`src/rtl/i2s_serializer.sv`:
```
// i2s_serializer: BCLK/LRCK generation and MSB-first serial shift of 32-bit stereo words to the codec.
// Define AUD_I2S_FORMAT_EN for Philips I2S framing (MSB one BCLK after LRCK); default is left-justified.
module i2s_serializer #(
    parameter int CLK_DIV     = 8,
    parameter int SAMPLE_BITS = 16,
    parameter int SLOT_BITS   = 32
) (
    input  logic                     CLK,
    input  logic                     RESET,
    input  logic                     AUD_INIT_FINISH,
    input  logic [2*SAMPLE_BITS-1:0] DACDATA,
    output logic                     AUD_DATA_OVER,
    output logic                     AUD_BCLK,
    output logic                     AUD_DACLRCK,
    output logic                     AUD_DACDAT
);
    localparam int DW = CLK_DIV > 1 ? $clog2(CLK_DIV) : 1;
    localparam int BW = $clog2(2 * SLOT_BITS);
`ifdef AUD_I2S_FORMAT_EN
    localparam int OFS = 1;
`else
    localparam int OFS = 0;
`endif
    localparam logic [DW-1:0] DIV_LAST = DW'(CLK_DIV - 1);
    localparam logic [BW-1:0] BIT_LAST = BW'(2 * SLOT_BITS - 1);

    typedef enum logic {IDLE, RUN} state_t;

    state_t                   state, state_nxt;
    logic [DW-1:0]            div_cnt, div_nxt;
    logic [BW-1:0]            bit_cnt, bit_nxt, nb;
    logic [2*SAMPLE_BITS-1:0] frame, frame_nxt, word;
    logic                     loaded, load, tick, fall, upd;
    logic                     bclk_nxt, lrck_nxt, dat_nxt, over_nxt;

    // serial bit for absolute frame position b, with the format offset applied within each slot
    function automatic logic slot_bit(input logic [BW-1:0] b, input logic [2*SAMPLE_BITS-1:0] w);
        int bi, p, d;
        logic [2*SAMPLE_BITS-1:0] sh;
        bi = int'(b);
        p  = bi >= SLOT_BITS ? bi - SLOT_BITS : bi;
        d  = p - OFS;
        sh = w >> ((bi >= SLOT_BITS ? 0 : SAMPLE_BITS) + SAMPLE_BITS - 1 - d);
        return d >= 0 && d < SAMPLE_BITS && sh[0];
    endfunction

    always_comb begin
        state_nxt = IDLE;
        div_nxt   = '0;
        bit_nxt   = '0;
        nb        = '0;
        bclk_nxt  = 1'b0;
        lrck_nxt  = 1'b0;
        dat_nxt   = 1'b0;
        over_nxt  = 1'b0;
        tick      = 1'b0;
        fall      = 1'b0;
        load      = 1'b0;
        upd       = 1'b0;
        word      = frame;
        frame_nxt = frame;
        if (AUD_INIT_FINISH) begin
            state_nxt = RUN;
            tick      = state == RUN && div_cnt == DIV_LAST;
            fall      = tick && AUD_BCLK;
            nb        = state == IDLE ? '0 : fall ? (bit_cnt == BIT_LAST ? '0 : bit_cnt + 1'b1) : bit_cnt;
            // RUN entry behaves like a falling edge that lands on bit 0 with a fresh load
            load      = state == IDLE || (fall && nb == '0);
            upd       = state == IDLE || fall;
            word      = load ? DACDATA : frame;
            frame_nxt = word;
            div_nxt   = state == RUN && !tick ? div_cnt + 1'b1 : '0;
            bit_nxt   = nb;
            bclk_nxt  = state == RUN && (AUD_BCLK ^ tick);
            lrck_nxt  = upd ? int'(nb) >= SLOT_BITS : AUD_DACLRCK;
            dat_nxt   = upd ? slot_bit(nb, word) : AUD_DACDAT;
            over_nxt  = loaded;
        end
    end

    always_ff @(posedge CLK) begin
        if (RESET) begin
            state         <= IDLE;
            div_cnt       <= '0;
            bit_cnt       <= '0;
            frame         <= '0;
            loaded        <= 1'b0;
            AUD_DATA_OVER <= 1'b0;
            AUD_BCLK      <= 1'b0;
            AUD_DACLRCK   <= 1'b0;
            AUD_DACDAT    <= 1'b0;
        end else begin
            state         <= state_nxt;
            div_cnt       <= div_nxt;
            bit_cnt       <= bit_nxt;
            frame         <= frame_nxt;
            loaded        <= load;
            AUD_DATA_OVER <= over_nxt;
            AUD_BCLK      <= bclk_nxt;
            AUD_DACLRCK   <= lrck_nxt;
            AUD_DACDAT    <= dat_nxt;
        end
    end
endmodule

```
`config.mk`:
```
export PLATFORM = sky130hd
export DESIGN_NAME = i2s_serializer
export DESIGN_NICKNAME = d
export VERILOG_FILES = /design/src/rtl/i2s_serializer.sv
export SDC_FILE = /design/constraint.sdc
export NUM_CORES = 1
export LEC_CHECK = 0
export ABC_AREA = 1
export CAP_MARGIN = 20
export CORE_ASPECT_RATIO = 0.8
export CORE_MARGIN = 5
export CORE_UTILIZATION = 50
export DETAILED_ROUTE_END_ITERATION = 8
export PLACE_DENSITY = 0.73
export SETUP_SLACK_MARGIN = 0.4
export SLEW_MARGIN = 20
export SYNTH_ARGS = -nofsm -noshare
export SYNTH_HDL_FRONTEND = slang
export SYNTH_SLANG_ARGS = --single-unit
```
`constraint.sdc`:
```
create_clock -name CLK -period 9 [get_ports CLK]
set_input_delay 1.8 -clock CLK [delete_from_list [all_inputs] [get_ports CLK]]
set_output_delay 1.8 -clock CLK [all_outputs]
set_load 0.05 [all_outputs]
```
# Yosys cells after proc, flatten, opt, wreduce, memory -nomap -nowiden
# Index checks and enable logic that the tools add are counted.
[word_totals] ff_bits=47 latchBits=0 ram_bits=0 romBits=0 in_bits=35 output_inout_bits=4 wordCells=45 n_memories=0
[op_classes] addsub=6 mul=0 div=0 n_lt_le_gt_ge=3 eq_ne=2 shifts=1 n_mux=7 n_bitwise=4 reduce_logical=13
[ops] op="$mux W32" n=2
[ops] op="$ge A32 B1 Y1 const B" n=1
[ops] op="$lt A32 B6 Y1 const B" n=1
[ops] op="$shr A32 B32 Y1" n=1
[ops] op="$sub A7 B32 Y32" n=1
[ops] op="$mux W6" n=3
[ops] op="$logic_and A1 B1 Y1" n=7
[ops] op="$sub A6 B1 Y7 const B" n=1
[ops] op="$sub A6 B6 Y7 const B" n=1
[ops] op="$add A5 B5 Y6 const B" n=1
[ops] op="$add A6 B1 Y6 const B" n=1
[ops] op="$eq A6 B6 Y1 const B" n=1
[ops] op="$ge A6 B6 Y1 const B" n=1
[ops] op="$logic_not A6 Y1" n=1
[ops] op="$mux W5" n=1
[ops] op="$add A3 B1 Y3 const B" n=1
[ops] op="$eq A3 B3 Y1 const B" n=1
[ops] op="$not A1 Y1" n=3
[ops] op="$reduce_or A3 Y1" n=1
[ops] op="$logic_or A1 B1 Y1" n=2
[ops] op="$reduce_or A2 Y1" n=1
[ops] op="$logic_not A1 Y1" n=1
[ops] op="$mux W1" n=1
[ops] op="$xor A1 B1 Y1" n=1

# Longest topological paths before layout
# Gate-level depths: netlist of the first run.
[depth] depth_word=12 ltp_mapped=30 depth_no_buf=28

# Worst setup path after synthesis of the first run
# OpenSTA, ideal clock, no wires.
[synth_timing] path_type="register to register" start="register div_cnt[0]" end="register AUD_DACDAT" setup_ps=70 arrival_ps=3501 t_required_ps=8930 path_slack_ps=5429 path_stages_with_launch=26 path_buffers=2 synth_period_minus_slack_ps=3571 cell_sequence="dfxtp_1 ha_1 ha_1 nand2_1 inv_1 ha_1 buf_4 nand2_2 nor2_2 nand3_1 nand2_1 inv_1 o21ai_0 nor2_1 ha_1 nand3_1 or2_2 buf_2 ha_1 inv_1 nor4b_1 nand3_1 nor4_1 o2111a_1 nand2_1 a21oi_1"
[synth_between] elab_chain_cells=12 word_cells_on_any_way=22 classes_between="add/sub: 4; order compare: 3; eq/ne: 1; shift: 1; mux: 5; reduce/logical: 8"
[synth_lines] element="from (decl)" line="30" rtl="logic [DW-1:0] div_cnt, div_nxt;"
[synth_lines] element="from (signal assigned)" line="94" rtl="div_cnt <= div_nxt;"
[synth_lines] element="$eq A3 B3 Y1 (*)" line="64" rtl="tick = state == RUN && div_cnt == DIV_LAST;"
[synth_lines] element="$logic_and A1 B1 Y1 (*)" line="64"
[synth_lines] element="$logic_and A1 B1 Y1 (*)" line="65" rtl="fall = tick && AUD_BCLK;"
[synth_lines] element="$mux W6 (2 in series)" line="66" rtl="nb = state == IDLE ? '0 : fall ? (bit_cnt == BIT_LAST ? '0 : bit_cnt + 1'b1) : bit_cnt;"
[synth_lines] element="$ge A6 B6 Y1" line="41, 43"
[synth_lines] element="$mux W5" line="43" rtl="sh = w >> ((bi >= SLOT_BITS ? 0 : SAMPLE_BITS) + SAMPLE_BITS - 1 - d);"
[synth_lines] element="$add A5 B5 Y6" line="43"
[synth_lines] element="$sub A6 B1 Y7" line="43"
[synth_lines] element="$sub A7 B32 Y32" line="43"
[synth_lines] element="$shr A32 B32 Y1" line="43"
[synth_lines] element="$logic_and A1 B1 Y1" line="44" rtl="return d >= 0 && d < SAMPLE_BITS && sh[0];"
[synth_lines] element="to (signal assigned)" line="101" rtl="AUD_DACDAT <= dat_nxt;"
[synth_lines] element="to (decl)" line="15" rtl="output logic AUD_DACDAT"
# Every way passes the cells marked *; elsewhere a longest branch is shown, timed or not.
# A chain may end at the register's enable or synchronous reset.

# Final worst setup path of the first run
# Same ends and word-level chain as after synthesis.

==> flow_metrics.tcl, run 1 <==
set metrics [dict create \
    cp_top_family "simple AND/OR/NAND/NOR gates" \
    layout_common_cells "nand2_1 (109), inv_1 (87), nand3_1 (77), nor2_1 (52), dfxtp_1 (47)" \
    peakVddDrop_v 0.0000692 \
    startpoint "div_cnt[0]" \
    initial_utilization 0.513 \
    ant_nets 0 \
    die_w_um 96.8 \
    syn-num-nets 529 \
    crit_required_ns 9.24 \
    gp_congestion 0.930 \
    layoutNonFillerInstCount 585 \
    cpMostUsedCell "nand2_1" \
    reg2reg_to "AUD_DACDAT" \
    core_area_um2 5880 \
    final_area_um2 3490 \
    status "finished, final reports clean" \
    setup_viol 0 \
    post-route-period-util 0.460 \
    postRouteWirelength_um 7340 \
    first_global_vias 2772 \
    ys_types 30 \
    fp.dieH_um 79.5 \
    layout-drive-gt1-share 0.0397 \
    rr_worst_depth 27 \
    cp-end-kind "register" \
    finalHoldViolations 0 \
    hpwl_um 5240 \
    min_period_ns 4.14 \
    ios 39 \
    tightest_slew_ns 0.726 \
    maxCapViolations 0 \
    fp.dieArea_um2 7690 \
    ys_seq_elements 47 \
    critPathLaunchType "register" \
    drc 0 \
    cts_tree "yes" \
    layout_commonest_cell "nand2_1" \
    n_antenna_cell 0 \
    port_buffers 38 \
    timing.critical_path.to "AUD_DACDAT" \
    worstSetupPathType "register to register" \
    cts_resized 0 \
    cts_setup_buffers 0 \
    layout_setup_ws_ns 4.86 \
    r2r_slack_ns 4.86 \
    power.density_nw_per_um2 123 \
    drtPass1Iterations 4 \
    worstPathArrival_ns 4.38 \
    path_buf_inv 4 \
    clockBufferDepth 2 \
    total_leakage_power_nw 1.82 \
    drt_iter0_drc 188 \
    clock-sinks 47 \
    numCtsBuffers 5 \
    dpl-instance-area_um2 3400 \
    dp_cells 577 \
    avgRoutedWirePerCell_um 12.5 \
    relSlewSlack 0.515 \
    area_delta_synth_final_pct 15.9 \
    fmax_ghz 0.241 \
    cts_root_buf "clkbuf_8" \
    grt_pass1_wl_um 12700 \
    fillers 592 \
    avgSynthCellArea_um2 6.31 \
    grt_overflow 0 \
    netlist_area_um2 3020 \
    timing.rr.start "div_cnt[0]" \
    vias 2980 \
    yosysWarnings 0 \
    nNetsFinal 554 \
    via_per_inst 5.09 \
    path_depth 27 \
    slew_viol_final 0 \
    critical_path.slowest_cell "o21ai_0" \
    rows 25 \
    hold_path.class "register to register" \
    slowest_delay_ns 0.39 \
    postCtsHoldBufs 0 \
    seq_area_frac_synth 0.312 \
    tns_ns 0 \
    crit_fanout 37 \
    pre_cts_ws_ns 4.92 \
    rsz0062_at_grt "false" \
    synthCells 478 \
    clkLatencyLatePin_ns 0.31 \
    h-tree-depth 2 \
    fin_skew_ns 0.00502 \
    grt_max_degree 52 \
    antenna_found_initial 0 \
    track_usage 0.195 \
    path_clk_slew_ns 0.09 \
]
## how the worst min path moves through the flow
stage | start | endpoint | slack [ns] | cells after the start
3_3_place_gp | loaded | AUD_DATA_OVER | 0.40 | 2
6_report | loaded | AUD_DATA_OVER | 0.41 | 2
5_1_grt | loaded | AUD_DATA_OVER | 0.44 | 2
4_1_cts | loaded | AUD_DATA_OVER | 0.42 | 2
2_1_floorplan | loaded | AUD_DATA_OVER | 0.39 | 2
3_5_place_dp | loaded | AUD_DATA_OVER | 0.40 | 2
## metal layers
layer	track usage	vias up	wire, µm
met5	0	-	0
met4	0.0449	0	38
met3	0.0358	4	425
met2	0.309	89	3250
met1	0.276	1330	3620
li1	-	1557	-
## cell type report
class                   instances  area (µm²)  area share
repair buffers                 40         395       0.113
clock buffers                   5        68.8      0.0197
flip-flops and latches         47         941       0.269
inverters                      89         334      0.0956
multi-input cells             320        1630       0.467
clock inverters                 3        20.0     0.00573
well taps                      81         101      0.0290
## state kept, by name, indices dropped and copies added, names as in the netlist
register	flops
loaded	1
frame	32
AUD_BCLK	1
AUD_DACLRCK	1
AUD_DACDAT	1
bit_cnt	6
state	1
div_cnt	3
AUD_DATA_OVER	1
## per-stage QoR
step	total power, mW	util	hold WS [ns]
detailed placement	0.301	0.579	0.403
finish	0.428	0.594	0.414
floorplan	0.276	-	0.394
global route	0.451	0.594	0.439
CTS	0.431	0.594	0.415
global placement	0.300	0.579	0.396
## cells in the mapped netlist, drive strengths merged
master	number	share of area
nand4	1	0.0021
clkinv	1	0.0012
ha	16	0.066
o211ai	22	0.055
nor3	1	0.0017
nor4b	1	0.0029
o21ai	19	0.035
clkbuf	9	0.011
nand3b	1	0.0025
inv	88	0.11
a21oi	9	0.015
xor2	1	0.0029
nand2	113	0.15
nor2	53	0.067
o2111a	1	0.0037
dfxtp	47	0.31
nor4	2	0.0041
or2	2	0.0041
buf	13	0.024
nand3	78	0.13
## logic make-up after synthesis
| group | synth area share |
|---|---|
| DFF | 0.312 |
| AOI/OAI and AO/OA | 0.109 |
| and+or+nand+nor | 0.363 |
| buffers and inverters | 0.146 |
| adders and majority gates | 0.0664 |
| xor gates and xnor gates | 0.00291 |
## report_power, final
group / total, mW / internal [mW] / switching [mW] / leakage [nW]
registers: 0.225 / 0.219 / 0.00518 / 0.388
logic: 0.0722 / 0.0320 / 0.0402 / 1.40
clock network: 0.131 / 0.0542 / 0.0772 / 0.0402
## worst reg2reg max path, delay by kind of cell, from the launching register on
kind / cells / cell delay (ns)
AO/OA/AOI/OAI: 3 / 0.63
adder cells (fa/ha/maj): 4 / 0.93
buffers and inverters: 4 / 0.41
flip-flops: 1 / 0.32
AND/OR/NAND/NOR: 16 / 1.78
Note: power is estimated with default switching activity, not from simulation.
==> run 2: changes to the inputs <==
clock period = 3.87 ns   (was 9 ns; I/O delays follow)
==> run 2 against run 1 <==
Sequential power grew 130%; non-clock buffer count grew 10; cell area grew 7.3%; setup slack lost 4.4 ns; count of clock-buffer cells in the layout grew 1; global-route usage is essentially flat; wire length grew 6.6%; combinational power grew 140%; critical path depth shrank 5; die area is the same; clock skew grew 0.0016 ns; highest routed layer unchanged.
==> flow_metrics.tcl, run 2 (same netlist as run 1, synthesis figures left out) <==
set metrics [dict create \
    track_usage 0.195 \
    area_delta_synth_final_pct 24.3 \
    first_global_vias 2684 \
    peakVddDrop_v 0.000176 \
    maxCapViolations 0 \
    grt_pass1_wl_um 12500 \
    critPathLaunchType "register" \
    clockBufferDepth 2 \
    setup_viol 0 \
    n_antenna_cell 0 \
    postCtsHoldBufs 0 \
    dpl-instance-area_um2 3450 \
    worstSetupPathType "register to register" \
    numCtsBuffers 5 \
    slew_viol_final 0 \
    startpoint "div_cnt[0]" \
    largestRegisters "frame: 32 flops, bit_cnt: 6 flops, div_cnt: 3 flops" \
    rr_worst_depth 22 \
    clkLatencyLatePin_ns 0.30 \
    gp_congestion 0.885 \
    holdWs_ns 0.426 \
    timing.rr.start "div_cnt[0]" \
    pre_cts_ws_ns 0.0761 \
    via_per_inst 5.14 \
    fp.dieArea_um2 7690 \
    cts_root_buf "clkbuf_8" \
    avgRoutedWirePerCell_um 13.1 \
    h-tree-depth 2 \
    fin_skew_ns 0.00663 \
    die_w_um 96.8 \
    ios 39 \
    tightest_slew_ns 0.724 \
    clock-sinks 47 \
    vias 3069 \
    seq_area_um2 943 \
    post-route-period-util 0.893 \
    multi_input_area_um2 1780 \
    postRouteWirelength_um 7820 \
    nNetsFinal 566 \
    worstPathArrival_ns 3.69 \
    drc 0 \
    fmax_ghz 0.289 \
    final_area_um2 3750 \
    drtPass1Iterations 5 \
    dp_cells 579 \
    path_clk_slew_ns 0.09 \
    total_leakage_power_nw 1.89 \
    core_area_um2 5880 \
    ant_nets 0 \
    initial_utilization 0.513 \
    timing.critical_path.to "AUD_DACDAT" \
    rsz0062_at_grt "true" \
    drt_iter0_drc 224 \
    cp-end-kind "register" \
    crit_required_ns 4.11 \
    relSlewSlack 0.516 \
    crit_fanout 7 \
    rows 25 \
    reg2reg_to "AUD_DACDAT" \
    status "finished, final reports clean" \
    tns_ns 0 \
    top_register "frame" \
    layoutNonFillerInstCount 597 \
    finalPower_mw 1.07 \
    hold_path.class "register to register" \
    finalHoldViolations 0 \
    power.density_nw_per_um2 287 \
    hpwl_um 5180 \
    post-route-util 0.637 \
    layout_common_cells "nand2_1 (106), inv_1 (82), nand3_1 (75), nor2_1 (49), dfxtp_1 (45)" \
    layout_commonest_cell "nand2_1" \
    layout-drive-gt1-share 0.110 \
    grt_overflow 0 \
    largest_register_ff_count 32 \
    fillers 591 \
    fp.dieH_um 79.5 \
    layout_setup_ws_ns 0.415 \
    cts_tree "yes" \
    grt_max_degree 51 \
    antenna_found_initial 0 \
    min_period_ns 3.46 \
    port_buffers 38 \
    r2r_slack_ns 0.41 \
]
run 2: cell types whose count changed in the layout (fill, tap and decap cells not counted), moves of 5 or more:
cell	change
inv_2	+5
inv_1	-5
buf_4	+8
ha_4	+5
ha_1	-6
run 2: power by group:
group	internal [mW]	leakage (nW)	switching, mW	total, mW
sequential	0.510	0.388	0.0122	0.522
clock	0.209	0.0612	0.169	0.378
combinational	0.0763	1.44	0.0971	0.173
total	0.796	1.89	0.278	1.07
run 2: how the worst min path moves through the flow:
stage / start / endpoint / slack, ns / cells after the start
after floorplan: loaded / AUD_DATA_OVER / 0.39 / 2
after global placement: loaded / AUD_DATA_OVER / 0.40 / 2
after detailed placement: loaded / AUD_DATA_OVER / 0.42 / 2
after CTS: loaded / AUD_DATA_OVER / 0.43 / 2
after global routing: div_cnt[0] / div_cnt[0] / 0.45 / 1
final: loaded / AUD_DATA_OVER / 0.43 / 2
run 2: final cells by class:
type,count,share of cell area
Tap cell,81,0.0270
Clock inverter,2,0.00935
Clock buffer,6,0.0220
Sequential cell,47,0.252
Inverter,89,0.0891
Timing Repair Buffer,50,0.126
Multi-Input combinational cell,322,0.475
run 2: metal layers:
metal | global-route usage | part of all wire
met2 | 0.309 | 0.44
met5 | 0 | 0
met1 | 0.276 | 0.48
met3 | 0.0358 | 0.067
met4 | 0.0407 | 0.0082
run 2: repair_timing:
action	in CTS	in global routing
pin swaps	2	16
resized for setup	7	20
hold endpoints to repair	0	0
endpoints found under the setup margin	1	1
gates cloned	0	2
buffers inserted	3	5
run 2: critical path, cell delays in order (launching register included):
cell	delay, ns
dfxtp_2	0.35
ha_4	0.14
ha_4	0.13
nand2_2	0.05
inv_2	0.06
ha_4	0.15
nand2_2	0.06
nor2_2	0.12
nand2_2	0.08
nor2_1	0.12
o21ai_1	0.09
nor2_2	0.16
ha_2	0.21
nand3_4	0.09
or2_4	0.32
buf_2	0.18
a21oi_2	0.13
ha_1	0.15
nand4_1	0.13
nor4_2	0.28
o2111a_1	0.21
nand2_1	0.06
a21oi_2	0.12
==> run 3: changes to the inputs <==
HOLD_SLACK_MARGIN = 0.02   (was default)
==> results of run 3 <==
Final layout, timing and power as in run 2 (identical DEF).
